`src/rtl/msdap_pkg.sv`:
```
// msdap_pkg: shared word width, word type and transmitter state encoding.
package msdap_pkg;
    localparam int MSDAP_WORD_W = 40;
    typedef enum logic {TX_IDLE, TX_SHIFT} tx_state_t;
    typedef logic [MSDAP_WORD_W-1:0] msdap_word_t;
endpackage

```
`src/rtl/msdap_tx_shifter.sv`:
```
// msdap_tx_shifter: parallel-load, MSB-first shift register with load/shift enables.
module msdap_tx_shifter
    import msdap_pkg::*;
#(
    parameter int W = MSDAP_WORD_W
) (
    input  logic         clk,
    input  logic         clear,
    input  logic         load,
    input  logic         shift,
    input  logic [W-1:0] din,
    output logic         msb
);
    logic [W-1:0] shift_q, shift_d;
    always_comb shift_d = load ? din : shift ? {shift_q[W-2:0], 1'b0} : shift_q;
    always_ff @(posedge clk) begin
        if (clear) shift_q <= '0;
        else       shift_q <= shift_d;
    end
    assign msb = shift_q[W-1];
endmodule

```
`src/rtl/msdap_serial_tx.sv`:
```
// msdap_serial_tx: stages one L/R result pair and shifts it out MSB-first per frame.
// Optional MSDAP_TX_UNDERRUN_CNT_EN adds a saturating 16-bit underrun counter port.
module msdap_serial_tx
    import msdap_pkg::*;
#(
    parameter int WORD_W = MSDAP_WORD_W,
    parameter int CNT_W  = 6
) (
    input  logic              clk,
    input  logic              clear,
    input  logic              bit_en,
    input  logic              frame_start,
    input  logic              in_valid,
    output logic              in_ready,
    input  logic [WORD_W-1:0] data_l,
    input  logic [WORD_W-1:0] data_r,
    output logic              out_l,
    output logic              out_r,
    output logic              out_ready,
    output logic              underrun,
    output logic              frame_err
`ifdef MSDAP_TX_UNDERRUN_CNT_EN
    ,
    output logic [15:0]       underrun_cnt
`endif
);
    localparam logic [CNT_W-1:0] LAST = CNT_W'(WORD_W - 1);
    tx_state_t         state_q, state_d;
    logic              stage_full_q, stage_full_d;
    logic [WORD_W-1:0] stage_l_q, stage_l_d, stage_r_q, stage_r_d;
    logic [CNT_W-1:0]  bit_cnt_q, bit_cnt_d;
    logic              underrun_q, underrun_d;
    logic              frame_err_q, frame_err_d;
    logic              load, shift, msb_l, msb_r;
    always_comb begin
        state_d      = state_q;
        stage_full_d = stage_full_q;
        stage_l_d    = stage_l_q;
        stage_r_d    = stage_r_q;
        bit_cnt_d    = bit_cnt_q;
        underrun_d   = 1'b0;
        frame_err_d  = frame_err_q;
        load         = 1'b0;
        shift        = 1'b0;
        if (in_valid && !stage_full_q) begin
            stage_full_d = 1'b1;
            stage_l_d    = data_l;
            stage_r_d    = data_r;
        end
        if (state_q == TX_IDLE) begin
            if (frame_start && stage_full_q) begin
                load         = 1'b1;
                stage_full_d = 1'b0;
                bit_cnt_d    = '0;
                state_d      = TX_SHIFT;
            end else if (frame_start) begin
                underrun_d = 1'b1;
            end
        end else begin
            // A frame strobe mid-word never reloads, even on the final bit.
            if (frame_start) frame_err_d = 1'b1;
            if (bit_en) begin
                if (bit_cnt_q == LAST) begin
                    state_d = TX_IDLE;
                end else begin
                    shift     = 1'b1;
                    bit_cnt_d = bit_cnt_q + 1'b1;
                end
            end
        end
    end
    always_ff @(posedge clk) begin
        if (clear) begin
            state_q      <= TX_IDLE;
            stage_full_q <= 1'b0;
            stage_l_q    <= '0;
            stage_r_q    <= '0;
            bit_cnt_q    <= '0;
            underrun_q   <= 1'b0;
            frame_err_q  <= 1'b0;
        end else begin
            state_q      <= state_d;
            stage_full_q <= stage_full_d;
            stage_l_q    <= stage_l_d;
            stage_r_q    <= stage_r_d;
            bit_cnt_q    <= bit_cnt_d;
            underrun_q   <= underrun_d;
            frame_err_q  <= frame_err_d;
        end
    end
    msdap_tx_shifter #(.W(WORD_W)) u_shift_l (
        .clk(clk), .clear(clear), .load(load), .shift(shift), .din(stage_l_q), .msb(msb_l)
    );
    msdap_tx_shifter #(.W(WORD_W)) u_shift_r (
        .clk(clk), .clear(clear), .load(load), .shift(shift), .din(stage_r_q), .msb(msb_r)
    );
    assign out_ready = (state_q == TX_SHIFT);
    assign out_l     = out_ready & msb_l;
    assign out_r     = out_ready & msb_r;
    assign in_ready  = !stage_full_q;
    assign underrun  = underrun_q;
    assign frame_err = frame_err_q;
`ifdef MSDAP_TX_UNDERRUN_CNT_EN
    logic [15:0] ucnt_q, ucnt_d;
    always_comb ucnt_d = (underrun_q && ucnt_q != 16'hFFFF) ? ucnt_q + 16'd1 : ucnt_q;
    always_ff @(posedge clk) begin
        if (clear) ucnt_q <= '0;
        else       ucnt_q <= ucnt_d;
    end
    assign underrun_cnt = ucnt_q;
`endif
endmodule
```
`config.mk`:
```
export PLATFORM = sky130hd
export DESIGN_NAME = msdap_serial_tx
export DESIGN_NICKNAME = d
export VERILOG_FILES = /design/src/rtl/msdap_pkg.sv /design/src/rtl/msdap_tx_shifter.sv /design/src/rtl/msdap_serial_tx.sv
export SDC_FILE = /design/constraint.sdc
export NUM_CORES = 1
export LEC_CHECK = 0
export CAP_MARGIN = 20
export CELL_PAD_IN_SITES_DETAIL_PLACEMENT = 1
export CELL_PAD_IN_SITES_GLOBAL_PLACEMENT = 2
export CORE_AREA = 8 8 156 158
export CTS_CLUSTER_SIZE = 30
export DETAILED_ROUTE_END_ITERATION = 16
export DIE_AREA = 0 0 164 166
export PLACE_DENSITY_LB_ADDON = 0.1
export SLEW_MARGIN = 20
export SYNTH_ARGS = -nofsm -noshare
export SYNTH_HDL_FRONTEND = slang
export SYNTH_SLANG_ARGS = --single-unit
```
`constraint.sdc`:
```
create_clock -name clk -period 2 [get_ports clk]
set_clock_uncertainty 0.1 [all_clocks]
set_input_delay 0.4 -clock clk [delete_from_list [all_inputs] [get_ports clk]]
set_output_delay 0.4 -clock clk [all_outputs]
set_load 0.02 [all_outputs]
```
==> metrics, run 1 <==
DRT antenna net count=0; Die W=164 um; Worst Path Required=1500 ps; Yosys reg bits=170; CTS tree=yes; max_cap viols=0; Tot GR Track Use=14.8%; Startpoint Class=register; Post-Syn Nets=944; area of the core=22100 sq um; initial DRC count=223; # nets final=1012; total grt overflow=0; Rows=55; FF-to-FF setup slack=150 ps; Worst-Skew Late Latency=430 ps; n_diodes=0; PD cells=around 910 nW/um^2; Final Non-Filler Cells=1224; Crit-path slowest cell=clkdlybuf4s50_1; WP data arrival=roughly 1400 ps; Synth area leader=dfxtp_1; worst path bufs/invs=1; critical path, cell by cell=clkdlybuf4s50_1; PortBufs=90; Final Max Tran Viols=0; final hold viol count=0; Mean Syn Cell Area=~8 sq um; Worst Slack Setup Final=roughly 130 ps; Final Cycle Share=between 90% and 100%; FF-to-FF Start=out_ready; total number of vias=6278; status=finished clean; Setup TNS=0 ps; final setup vio count=0; root buffer cell=clkbuf_16; Power, Total=about 8 mW; # IOs=between 90 and 100; Hold Crit Start=clear; layout cells sized above 1=10.6%; number of global-route vias before repair=between 6000 and 7000; gp weighted congestion=0.740; hold depth=2; number of synthesis warnings=0; first-pass GRT wire length=33500 um; clk sink count=170; Die H=~170 um; Seq/Total Area, Yosys=49.3%; largest net degree at the start of global routing=59; Area Overhead vs Synth=29.6%; Leakage=~3 nW; drt total wl=slightly below 20000 um; Synth area leaders=dfxtp_1, nand2_1, a311oi_1, a21oi_1, nor3_1; Synth top area share=between 40% and 50%; Wirelength per Cell=16.0 um; Crit Path Category=register to output port; Cells after Synth=between 800 and 900; Hold Crit Endpoint=stage_r_q[6]; crit-path leading delay family=buffers and inverters; Worst Hold Class=primary input to register; R2R cell count=6; Fillers=2575; detailed-route DRC error count=0; Critical Path Fanout Max=2; Slew @ Worst Pin=551 ps; H-tree depth=4; initial antenna violation count=0; Initial Util=31.2%; post-CTS setup buffers=0; Reg-to-Reg End=u_shift_r.shift_q[9]; Max clock buf depth=2; Synth cell types=31; Place WS=-221 ps; unrepaired setup endpoints after global routing=no; DR pass1 iterations=4; Fmax=~530 MHz; minimum clock period=1870 ps; Cell Area, Synth=approximately 7000 sq um; CP peak stage delay=610 ps; Post-CTS Resized=5; Worst setup EP type=output port; Max IR drop VDD=0.478 mV; total CTS buffers=17; Vias/cell=5.13; HPWL Detailed=13300 um; placed cell count=between 1000 and 1500; Rel. slew slack=63.3%; area of the die=27200 sq um; commonest non-fill, non-tap cell in the layout=nand2_1; most frequent cells in the layout=nand2_1, dfxtp_1, a21oi_1, clkdlybuf4s50_1, nor3_1; Clock Pin Slew Worst Setup and Hold Paths=60 ps; hold buffer count at cts=0
[sequential cells by signal (all words and copies together) (netlist names)]
register           flops
underrun               1
u_shift_r.shift_q     40
stage_r_q             40
bit_cnt_q              6
frame_err              1
stage_l_q             40
out_ready              1
stage_full_q           1
u_shift_l.shift_q     40
[worst max path at each step]
stage	cells past startpoint	to	from	slack (ps)
final	1	frame_err	frame_err	130
after CTS	1	frame_err	frame_err	100
after global placement	6	u_shift_r.shift_q[4]	bit_en	-100
after detailed placement	6	u_shift_r.shift_q[9]	bit_en	-220
after floorplan	7	u_shift_r.shift_q[20]	out_ready	220
after global routing	6	u_shift_r.shift_q[6]	out_ready	60
[area by class of cell]
class | count | area, sq um | area share (%)
inverter | 2 | 7.51 | 0.0840
multi-input combinational | 605 | 3160 | 35.3
timing repair buffer | 130 | 1450 | 16.2
tap | 285 | 357 | 3.99
clock buffer | 22 | 474 | 5.30
sequential | 170 | 3400 | 38.1
clock inverter | 10 | 93.8 | 1.05
[through the flow]
step | utilization, % | cell area, sq um | hold slack, ps
after global routing | 40.5 | 8940 | 330
after global placement | 37.9 | 8380 | 341
after floorplan | - | 6900 | 332
after detailed placement | 37.9 | 8380 | 349
final | 40.5 | 8940 | 327
after CTS | 40.5 | 8940 | 313
[cell families after synthesis]
group                      Yosys count  share of synthesized area [%]
AOI/OAI and AO/OA                  174                           19.1
DFF                                170                           49.3
adders and majority gates            1                          0.181
buffers and inverters               83                           5.31
and+or+nand+nor                    430                           26.1
[synth_stat cells]
library cell / instances
nand2b_1: 1
nor2b_1: 1
nand3_1: 12
nor3b_1: 1
a311oi_1: 58
nand2_2: 1
o21ai_0: 2
nor4b_1: 1
dfxtp_1: 170
inv_2: 1
a31oi_4: 1
buf_6: 3
nand2_1: 322
nor2_1: 3
o211ai_1: 1
buf_2: 17
clkbuf_1: 57
a31oi_1: 4
a21oi_1: 87
and2_1: 2
ha_1: 1
buf_1: 1
nand3b_2: 1
nor3_1: 80
buf_4: 3
nor3b_4: 2
a311oi_2: 20
or4_1: 1
inv_1: 1
nand3b_1: 2
a31o_1: 1
[power by group]
| part | internal [mW] | total, mW | leakage, nW | switching (mW) |
|---|---|---|---|---|
| Sequential | 3.63 | 3.77 | 1.39 | 0.136 |
| Combinational | 0.536 | 1.13 | 1.33 | 0.595 |
| Clock | 1.81 | 3.20 | 0.272 | 1.39 |
| Total | 5.98 | 8.10 | 2.99 | 2.12 |
[routing by layer]
metal | wire [um] | GRT usage, % | part of all wire (%)
met5 | 0 | 0 | 0
met2 | 9710 | 25.8 | 49
met3 | 626 | 3.37 | 3.2
met1 | 9060 | 17.9 | 46
met4 | 244 | 3.68 | 1.2
Note: power is estimated with default switching activity, not from simulation.
==> run 2, diff against run 1 <==
--- a/config.mk
+++ b/config.mk
@@ -8,11 +8,12 @@
 export CAP_MARGIN = 20
 export CELL_PAD_IN_SITES_DETAIL_PLACEMENT = 1
 export CELL_PAD_IN_SITES_GLOBAL_PLACEMENT = 2
-export CORE_AREA = 8 8 156 158
+export CORE_AREA = 8 8 166 168
 export CTS_CLUSTER_SIZE = 30
 export DETAILED_ROUTE_END_ITERATION = 16
-export DIE_AREA = 0 0 164 166
+export DIE_AREA = 0 0 174 176
 export PLACE_DENSITY_LB_ADDON = 0.1
+export SKIP_LAST_GASP = 1
 export SLEW_MARGIN = 20
 export SYNTH_ARGS = -nofsm -noshare
 export SYNTH_HDL_FRONTEND = slang
==> metrics, run 2 (same netlist as run 1, synthesis figures left out) <==
placed cell count=1237 (was 1192); most frequent cells in the layout=nand2_1, dfxtp_1, a21oi_1, clkdlybuf4s50_1, nor3_1 (unchanged); Startpoint Class=register (unchanged); final setup vio count=0 (unchanged); Final Non-Filler Cells=1270 (was 1224); DRT antenna net count=0 (unchanged); Final Max Tran Viols=0 (unchanged); HPWL Detailed=13400 um (was 13300 um); Rel. slew slack=62.1% (was 63.3%); Slew @ Worst Pin=569 ps (was 551 ps); number of global-route vias before repair=6625 (was 6739); Power, Total=8.27 mW (was 8.10 mW); PD cells=913 nW/um^2 (was 906 nW/um^2); first-pass GRT wire length=33100 um (was 33500 um); Area Overhead vs Synth=31.3% (was 29.6%); Worst Hold Class=primary input to register (unchanged); Vias/cell=4.90 (was 5.13); final hold viol count=0 (unchanged); Fillers=2934 (was 2575); # nets final=1013 (was 1012); Leakage=3.02 nW (was 2.99 nW); Initial Util=27.8% (was 31.2%); Max clock buf depth=2 (unchanged); largest net degree at the start of global routing=62 (was 59); total grt overflow=0 (unchanged); root buffer cell=clkbuf_16 (unchanged); Final Cycle Share=93.0% (was 93.6%); Worst-Skew Late Latency=420 ps (was 430 ps); layout cells sized above 1=10.9% (was 10.6%); hold depth=2 (unchanged); area of the die=30600 sq um (was 27200 sq um); Worst Path Required=2230 ps (was 1500 ps); PortBufs=90 (unchanged); initial DRC count=196 (was 223); Hold Crit Start=clear (unchanged); FF-to-FF Start=out_ready (unchanged); total number of vias=6227 (was 6278); n_diodes=0 (unchanged); Critical Path Fanout Max=22 (was 2); Fmax=537 MHz (was 534 MHz); Die H=176 um (was 166 um); hold buffer count at cts=0 (unchanged); CTS tree=yes (unchanged); gp weighted congestion=0.743 (was 0.740); H-tree depth=4 (unchanged); minimum clock period=1860 ps (was 1870 ps); Worst setup EP type=register (was output port); status=finished clean (unchanged); Wirelength per Cell=15.8 um (was 16.0 um); clk sink count=170 (unchanged); Reg-to-Reg End=u_shift_l.shift_q[8] (was u_shift_r.shift_q[9]); commonest non-fill, non-tap cell in the layout=nand2_1 (unchanged); # IOs=91 (unchanged); drt total wl=20100 um (was 19600 um); Max IR drop VDD=0.395 mV (was 0.478 mV); detailed-route DRC error count=0 (unchanged); unrepaired setup endpoints after global routing=yes (was no); Setup TNS=0 ps (unchanged); Clock Pin Slew Worst Setup and Hold Paths=70 ps (was 60 ps); Die W=174 um (was 164 um); Tot GR Track Use=12.9% (was 14.8%); Crit Path Category=register to register (was register to output port); area of the core=24800 sq um (was 22100 sq um); FF-to-FF setup slack=140 ps (was 150 ps); post-CTS setup buffers=0 (unchanged); initial antenna violation count=0 (unchanged); total CTS buffers=17 (unchanged); Rows=58 (was 55); max_cap viols=0 (unchanged); Hold Crit Endpoint=stage_r_q[9] (was stage_r_q[6]); WP data arrival=2090 ps (was 1370 ps); R2R cell count=6 (unchanged); DR pass1 iterations=4 (unchanged)
## run 2: cell types whose count changed in the layout (fill, tap and decap cells not counted)
| cell | previous run | this run |
|---|---|---|
| inv_6 | 0 | 4 |
| clkbuf_16 | 17 | 18 |
| dfxtp_1 | 169 | 170 |
| clkbuf_1 | 2 | 0 |
| clkinv_4 | 3 | 1 |
| dfxtp_2 | 1 | 0 |
| buf_12 | 20 | 21 |
| buf_4 | 20 | 19 |
| bufinv_16 | 1 | 2 |
| clkbuf_8 | 3 | 2 |
## run 2: worst max path at each step
stage | start | to | slack (ps) | cells after the start
global route | out_ready | u_shift_l.shift_q[9] | -20 | 6
floorplan | out_ready | u_shift_r.shift_q[20] | 220 | 7
CTS | out_ready | out_ready | 110 | 2
detailed placement | bit_en | u_shift_r.shift_q[6] | -210 | 6
global placement | bit_en | u_shift_l.shift_q[38] | -90 | 6
finish | out_ready | u_shift_l.shift_q[8] | 140 | 6
## run 2: final cells by class
type	instances	area [sq um]	share of cell area, %
clock buffers	19	453	5.00
clock inverters	13	141	1.56
inverters	2	7.51	0.0829
multi-input cells	605	3160	34.8
flip-flops and latches	170	3400	37.6
well taps	330	413	4.56
repair buffers	131	1490	16.4
## run 2: stage by stage
step / util, % / setup slack [ps] / hold slack [ps] / cell area, sq um
finish: 36.5 / 139 / 309 / 9060
CTS: 36.4 / 108 / 322 / 9030
floorplan: - / 215 / 332 / 6900
global placement: 34.0 / -88.3 / 348 / 8450
global route: 36.5 / -19.5 / 327 / 9060
detailed placement: 34.0 / -206 / 350 / 8450
## run 2: repair_timing
item                                    CTS  global route
endpoints found under the setup margin    4             1
resized for setup                         4             0
cloned                                    0             1
## run 2: report_power, final
part | switching, mW | total (mW) | leakage, nW | internal, mW
Combinational | 0.600 | 1.15 | 1.34 | 0.547
Clock | 1.44 | 3.36 | 0.287 | 1.92
Sequential | 0.132 | 3.76 | 1.39 | 3.63
Total | 2.17 | 8.27 | 3.02 | 6.10
## run 2: per-layer routing
metal  vias up  GRT usage, %  share of wire (%)  routed length (um)
met1      3027          15.9                 47                9490
met4         0          3.81                1.2                 246
li1       3107             -                  -                   -
met3        17          2.82                2.3                 453
met5         -             0                  0                   0
met2        76          22.3                 49                9890
## run 2: worst max-delay path: stages (launching register included)
cell	delay, ps
dfxtp_1	360
buf_4	220
nand2_1	150
a31oi_4	280
buf_4	320
nor3_1	80
a311oi_1	260
==> run 3, diff against run 2 <==
--- a/config.mk
+++ b/config.mk
@@ -12,6 +12,7 @@
 export CTS_CLUSTER_SIZE = 30
 export DETAILED_ROUTE_END_ITERATION = 16
 export DIE_AREA = 0 0 174 176
+export HOLD_SLACK_MARGIN = 0.15
 export PLACE_DENSITY_LB_ADDON = 0.1
 export SKIP_LAST_GASP = 1
 export SLEW_MARGIN = 20
==> results of run 3 <==
No change in the layout: final DEF, timing and power equal those of run 2.
